===== src/rtl/tsu_queue_rdr.sv =====
// Drains one tsu timestamp queue into a staging register and serves it as host-sized words.
// Optional interrupt output is enabled with `define TSU_QRD_IRQ_EN.
module tsu_queue_rdr #(
  parameter int unsigned Q_DW    = 128,
  parameter int unsigned HOST_DW = 32,
  parameter int unsigned WORDS   = 4,
  parameter int unsigned CNT_W   = 16,
  parameter int unsigned AW      = $clog2(WORDS)
) (
  input  logic               q_rd_clk,
  input  logic               rst,
  output logic               q_rd_en,
  input  logic [7:0]         q_rd_stat,
  input  logic [Q_DW-1:0]    q_rd_data,
  input  logic               host_rd_en,
  input  logic [AW-1:0]      host_rd_addr,
  output logic [HOST_DW-1:0] host_rd_data,
  input  logic               flush,
  output logic               ts_valid,
`ifdef TSU_QRD_IRQ_EN
  input  logic               irq_mask,
  output logic               irq,
`endif
  output logic [CNT_W-1:0]   ts_cnt
);

  typedef enum logic [1:0] {StIdle, StWait, StHold} state_e;

  state_e             state_q, state_d;
  logic               q_rd_en_q, q_rd_en_d;
  logic [Q_DW-1:0]    hold_q, hold_d;
  logic               ts_valid_q, ts_valid_d;
  logic [CNT_W-1:0]   ts_cnt_q, ts_cnt_d;
  logic [HOST_DW-1:0] host_rd_data_q, host_rd_data_d;
  logic [HOST_DW-1:0] rd_word;
  logic               drain_done;

  // Word 0 is the most significant slice of the entry.
  always_comb begin
    rd_word = '0;
    for (int unsigned w = 0; w < WORDS; w++) begin
      if (host_rd_addr == AW'(w)) rd_word = hold_q[Q_DW-1-w*HOST_DW -: HOST_DW];
    end
  end

  assign drain_done = (state_q == StHold) && host_rd_en && (host_rd_addr == AW'(WORDS-1));

  always_comb begin
    state_d        = state_q;
    q_rd_en_d      = 1'b0;
    hold_d         = hold_q;
    ts_valid_d     = ts_valid_q;
    ts_cnt_d       = ts_cnt_q;
    host_rd_data_d = host_rd_data_q;

    if (host_rd_en) host_rd_data_d = ts_valid_q ? rd_word : '0;

    unique case (state_q)
      StIdle: begin
        if (q_rd_stat != 8'd0) begin
          q_rd_en_d = 1'b1;
          state_d   = StWait;
        end
      end
      StWait: begin
        hold_d     = q_rd_data;
        ts_valid_d = 1'b1;
        ts_cnt_d   = ts_cnt_q + CNT_W'(1);
        state_d    = StHold;
      end
      StHold: begin
        if (drain_done) begin
          ts_valid_d = 1'b0;
          state_d    = StIdle;
        end
      end
      default: state_d = StIdle;
    endcase

    // Flush overrides everything except the count of an entry already popped.
    if (flush) begin
      hold_d     = '0;
      ts_valid_d = 1'b0;
      q_rd_en_d  = 1'b0;
      state_d    = StIdle;
    end
  end

  always_ff @(posedge q_rd_clk) begin
    if (rst) begin
      state_q        <= StIdle;
      q_rd_en_q      <= 1'b0;
      hold_q         <= '0;
      ts_valid_q     <= 1'b0;
      ts_cnt_q       <= '0;
      host_rd_data_q <= '0;
    end else begin
      state_q        <= state_d;
      q_rd_en_q      <= q_rd_en_d;
      hold_q         <= hold_d;
      ts_valid_q     <= ts_valid_d;
      ts_cnt_q       <= ts_cnt_d;
      host_rd_data_q <= host_rd_data_d;
    end
  end

  assign q_rd_en      = q_rd_en_q;
  assign ts_valid     = ts_valid_q;
  assign ts_cnt       = ts_cnt_q;
  assign host_rd_data = host_rd_data_q;

`ifdef TSU_QRD_IRQ_EN
  logic irq_q;

  always_ff @(posedge q_rd_clk) begin
    if (rst) irq_q <= 1'b0;
    else     irq_q <= ts_valid_q & ~irq_mask;
  end

  assign irq = irq_q;
`endif

endmodule


===== config.mk =====
export PLATFORM = sky130hd
export DESIGN_NAME = tsu_queue_rdr
export DESIGN_NICKNAME = d
export VERILOG_FILES = /design/src/rtl/tsu_queue_rdr.sv
export SDC_FILE = /design/constraint.sdc
export NUM_CORES = 1
export LEC_CHECK = 0
export BUFFER_PORTS_ARGS = -buffer_cell sky130_fd_sc_hd__buf_2
export CORE_MARGIN = 3
export CORE_UTILIZATION = 49
export CTS_BUF_LIST = sky130_fd_sc_hd__clkbuf_2 sky130_fd_sc_hd__clkbuf_4 sky130_fd_sc_hd__clkbuf_8
export CTS_CLUSTER_SIZE = 28
export DETAILED_ROUTE_END_ITERATION = 10
export GPL_TIMING_DRIVEN = 1
export PLACE_DENSITY = 0.78
export SETUP_SLACK_MARGIN = 0.1
export SLEW_MARGIN = 20
export SYNTH_ARGS = -nofsm -noshare
export SYNTH_HDL_FRONTEND = slang
export SYNTH_SLANG_ARGS = --single-unit

===== constraint.sdc =====
create_clock -name q_rd_clk -period 1.4 [get_ports q_rd_clk]
set_input_delay 0.28 -clock q_rd_clk [delete_from_list [all_inputs] [get_ports q_rd_clk]]
set_output_delay 0.28 -clock q_rd_clk [all_outputs]
set_load 0.01 [all_outputs]

======== Word level (Yosys, flattened, before mapping) ========
Index checks and enable logic that the tools add are counted.
W data, S select, Z words.
storage, ports and cells
  bits in registers ....................... 180
  bits of input ports ..................... 142
  output and inout port bits .............. 50
  logic and storage cells ................. 36
operators by class
  equal/unequal tests ..................... 7
  muxes and demuxes ....................... 11
  bitwise logic cells ..................... 1
  reductions and logical operators ........ 10
  $add $sub $neg .......................... 1
operator list
  cell                     number
  $mux W32                 5
  $add A16 B1 Y16 const B  1
  $reduce_bool A8 Y1       1
  $eq A2 B2 Y1 const B     3
  $pmux W2 S3              1
  $eq A2 B1 Y1 const B     2
  $logic_not A2 Y1         2
  $mux W2                  2
  $ne A2 B2 Y1 const B     2
  $reduce_and A2 Y1        2
  $reduce_or A3 Y1         1
  $logic_and A1 B1 Y1      2
  $mux W1                  2
  $pmux W1 S2              1
  $reduce_bool A2 Y1       1
  $reduce_or A2 Y1         1
  $not A1 Y1               1

======== Logic depth before layout (Yosys ltp) ========
  depth after elaboration ................. 6
  depth in mapped cells ................... 6

======== Worst setup path after synthesis ========
No wires, ideal clock.
  path kind ............................... reg-to-reg
  start point ............................. register ts_cnt_q[3] (netlist: ts_cnt[3])
  end point ............................... register ts_cnt_q[15] (netlist: ts_cnt[15])
  path slack .............................. -0.098 ns
  stages on the path, launching flop included .. 6
  required time ........................... 1.279 ns
  setup time .............................. 0.121 ns
  arrival time ............................ 1.377 ns
  cells stage by stage .................... dfxtp_1 -> and4_1 -> buf_6 -> nand4_4 -> nor3_1 -> mux2_2
between the ends
  cells in the longest elaborated chain, start to end .. 1
ends and longest elaborated chain
  item                    line  source
  start, declared         33    logic [CNT_W-1:0] ts_cnt_q, ts_cnt_d;
  start signal, assigned  102   ts_cnt_q <= ts_cnt_d;
  $add A16 B1 Y16         68    ts_cnt_d = ts_cnt_q + CNT_W'(1);
Every way passes these cells.
A chain may end at the register's enable or synchronous reset.

======== Final worst setup path ========
  start point ............................. register state_q[1]
  end point ............................... register hold_q[101]
between the ends
  cells in the longest elaborated chain, start to end .. 1
ends and longest elaborated chain
  item                    line  source
  start, declared         29    state_e state_q, state_d;
  start signal, assigned  91    state_q <= StIdle;
  start signal, assigned  98    state_q <= state_d;
  $eq A2 B1 Y1            58    unique case (state_q)
  end signal, assigned    100   hold_q <= hold_d;
  end, declared           31    logic [Q_DW-1:0] hold_q, hold_d;
Every way passes these cells.

==> results.toml <==
[grt]
grt_max_degree = 50
grt_pass1_wl_mm = 32.6
grt_pass1_vias = 6614
antenna_found_initial = 1
grt_usage = 0.255
grt_overflow = 0

[timing]
min_period_over_period = 1.05
period_needed_ns = 1.47
finalSetupViolCount = 41
worst_pin_slew_ns = 0.489
rsz0062_at_grt = "yes"
fin_skew_ns = 0.0199
drv_slew = 0
slew_headroom = 0.666
clock.fmax_ghz = 0.678
hold_violations = 0
finalSetupTns_ns = -1.18
final.setup.worst_slack_ns = -0.0749

[synthesis]
synth-simple-area-share = 0.216
yosysTopAreaCellShare = 0.501
synth_xor_area_frac = 0.0134
seq_area_frac_synth = 0.501
syn_nets = 974
syn_area_sq_mm = 0.00720
synth_area_leaders = "dfxtp_1 (50%), nand2_1 (14%), a21oi_1 (11%)"
synthCells = 831
avgSynthCellArea_sq_um = 8.66
synthMuxAreaShare = 0.102
yosys.area_share.adder = 0.00174
ys_warn_count = 0
ys_seq_elements = 180
synth.distinct_cells = 35
yosysTopAreaCell = "dfxtp_1"
synth_top_family_by_area = "simple AND/OR/NAND/NOR gates"
synth-compound-area-share = 0.122

[die]
rows = 43
num_io_pins = 192
die_w_um = 127
core_area_sq_mm = 0.0141
dieArea_sq_mm = 0.0162
fp.dieH_um = 127
start_util = 0.509

[setup_path]
worstPathRequired_ns = 1.78
worstSetupEndpointType = "register"
cp-start-kind = "register"
crit_start = "state_q[1]"
crit_type = "reg2reg"
timing.rr.start = "state_q[1]"
reg2reg_slack_ns = -0.07
critical_path_peak_fanout = 5
setup.worst_path.end = "hold_q[101]"
r2r_cells = 7
critPathArrivalTime_ns = 1.85
crit-reg2reg-capture = "hold_q[101]"

[clocking]
cts_buffers = 17
insertion_delay_ns = 0.50
htree_levels = 4
cts_buffer_depth = 2
clkTransAtPathRegs_ns = 0.10
root_buffer = "clkbuf_8"
cts.sinks = 180
tritoncts = "done"

[min_path]
hp-class = "in2reg"
hp-start = "q_rd_data[50]"

[final_layout]
area_delta_synth_final_pct = 59.8
drive_gt1_frac = 0.606
final_common_cell = "buf_2"
instances_no_fill = 1260
nets = 1209
fin_area_sq_mm = 0.0115
final_cell_mix = "buf_2 (181), dfxtp_1 (154), nand2_4 (119)"
fillCellCount = 740
regArea_sq_mm = 0.00365
multiInputGateArea_sq_mm = 0.00473

[status]
status = "complete, but fails checks"
violations = "setup timing"

[detailed_routing]
wl_mm = 26.9
vias = 7236
route.detailed.drc = 0
drtIter0Drc = 557
wl_per_cell_um = 21.3
final_antenna_net_count = 0
via_per_inst = 5.74
drt_first_pass_iters = 5

[power_and_ir_drop]
irDropWorstVdd_uv = 640
p_per_area_mw_per_mm2 = 910
leakage_nw = 4.81

[place]
gp_congestion = 0.856
dp.cells = 1173
placed_cell_area_sq_mm = 0.00856
dpl.hpwl_mm = 12.1
placement.io_buffers = 191

[run]
maxCapViolCount = 0
-- state kept, by name, indices dropped and copies added (netlist names) --
signal        count
hold_q          128
host_rd_data     32
ts_valid          1
q_rd_en           1
ts_cnt           16
state_q           2
-- metal layers --
layer	track usage	vias up	share of wire	routed length [um]
met1	0.325	3519	0.37	10100
met3	0.0652	101	0.078	2100
li1	-	3248	-	-
met5	0	-	0	0
met2	0.431	368	0.51	13600
met4	0.0751	0	0.041	1100
-- cell families after synthesis --
kind of cell | count (synthesis)
XOR/XNOR | 11
flip-flops | 180
AND/OR/NAND/NOR | 367
multiplexers | 33
buffers and inverters | 67
AO/OA/AOI/OAI | 172
adder cells (fa/ha/maj) | 1
-- cell usage after synthesis --
| library cell | instances |
|---|---|
| a2111oi_0 | 2 |
| a21oi_1 | 165 |
| a41oi_1 | 1 |
| and2_1 | 1 |
| and2_2 | 1 |
| and2b_1 | 1 |
| and3_1 | 1 |
| and4_1 | 1 |
| and4b_1 | 2 |
| buf_1 | 1 |
| buf_2 | 34 |
| buf_4 | 1 |
| buf_6 | 4 |
| clkbuf_1 | 26 |
| dfxtp_1 | 180 |
| ha_1 | 1 |
| inv_1 | 1 |
| mux2_2 | 1 |
| mux4_2 | 32 |
| nand2_1 | 263 |
| nand3_1 | 4 |
| nand3_2 | 1 |
| nand4_1 | 4 |
| nand4_4 | 1 |
| nor2_1 | 45 |
| nor2b_1 | 34 |
| nor3_1 | 1 |
| nor4_1 | 2 |
| o21ai_0 | 3 |
| o21bai_1 | 1 |
| or2_2 | 1 |
| or2b_1 | 1 |
| or3_1 | 3 |
| xnor2_1 | 1 |
| xor2_1 | 10 |
-- per-stage QoR --
step,setup slack [ns],hold slack [ns],util,total power [mW]
3_3_place_gp,-0.0646,0.439,0.605,6.23
6_report,-0.0749,0.0222,0.813,10.5
3_5_place_dp,-0.110,0.446,0.605,6.24
2_1_floorplan,0.0399,0.416,-,5.84
4_1_cts,0.00509,0.0266,0.697,9.81
5_1_grt,-0.121,0.00543,0.813,10.7
-- final cells by class --
type,instances,area share
Inverter,1,0.000326
Timing Repair Buffer,282,0.219
Sequential cell,180,0.317
Clock inverter,12,0.00925
Clock buffer,20,0.0234
Multi-Input combinational cell,584,0.411
Antenna cell,1,0.000218
Tap cell,180,0.0196
-- critical path, stage by stage (launching register included) --
cell and delay, ns:
dfxtp_2 0.35, buf_6 0.13, or2b_4 0.29, buf_6 0.15, buf_8 0.14, clkbuf_16 0.17
nand2_4 0.08, a21oi_2 0.05
-- timing repair --
action                                 in CTS  in global routing
hold buffers                                0                  0
pin swaps                                  66                190
setup endpoints to repair                 125                166
buffers inserted                           21                  9
endpoints found under the hold margin       0                  0
gates cloned                                9                 19
gates resized for setup                   150                324
-- report_power, final --
| part | internal [mW] | leakage (nW) | switching (mW) | total, mW |
|---|---|---|---|---|
| registers | 5.20 | 1.47 | 0.0761 | 5.27 |
| clock network | 1.52 | 0.196 | 1.97 | 3.49 |
| logic | 0.789 | 3.14 | 0.910 | 1.70 |
-- how the worst min path moves through the flow --
stage / to / slack (ns) / depth (start not counted)
2_1_floorplan: hold_q[0] / 0.42 / 2
3_3_place_gp: hold_q[13] / 0.44 / 2
3_5_place_dp: hold_q[63] / 0.45 / 2
4_1_cts: hold_q[81] / 0.03 / 3
5_1_grt: hold_q[50] / 0.005 / 3
6_report: hold_q[50] / 0.02 / 3
(Power assumes the default switching activity.)
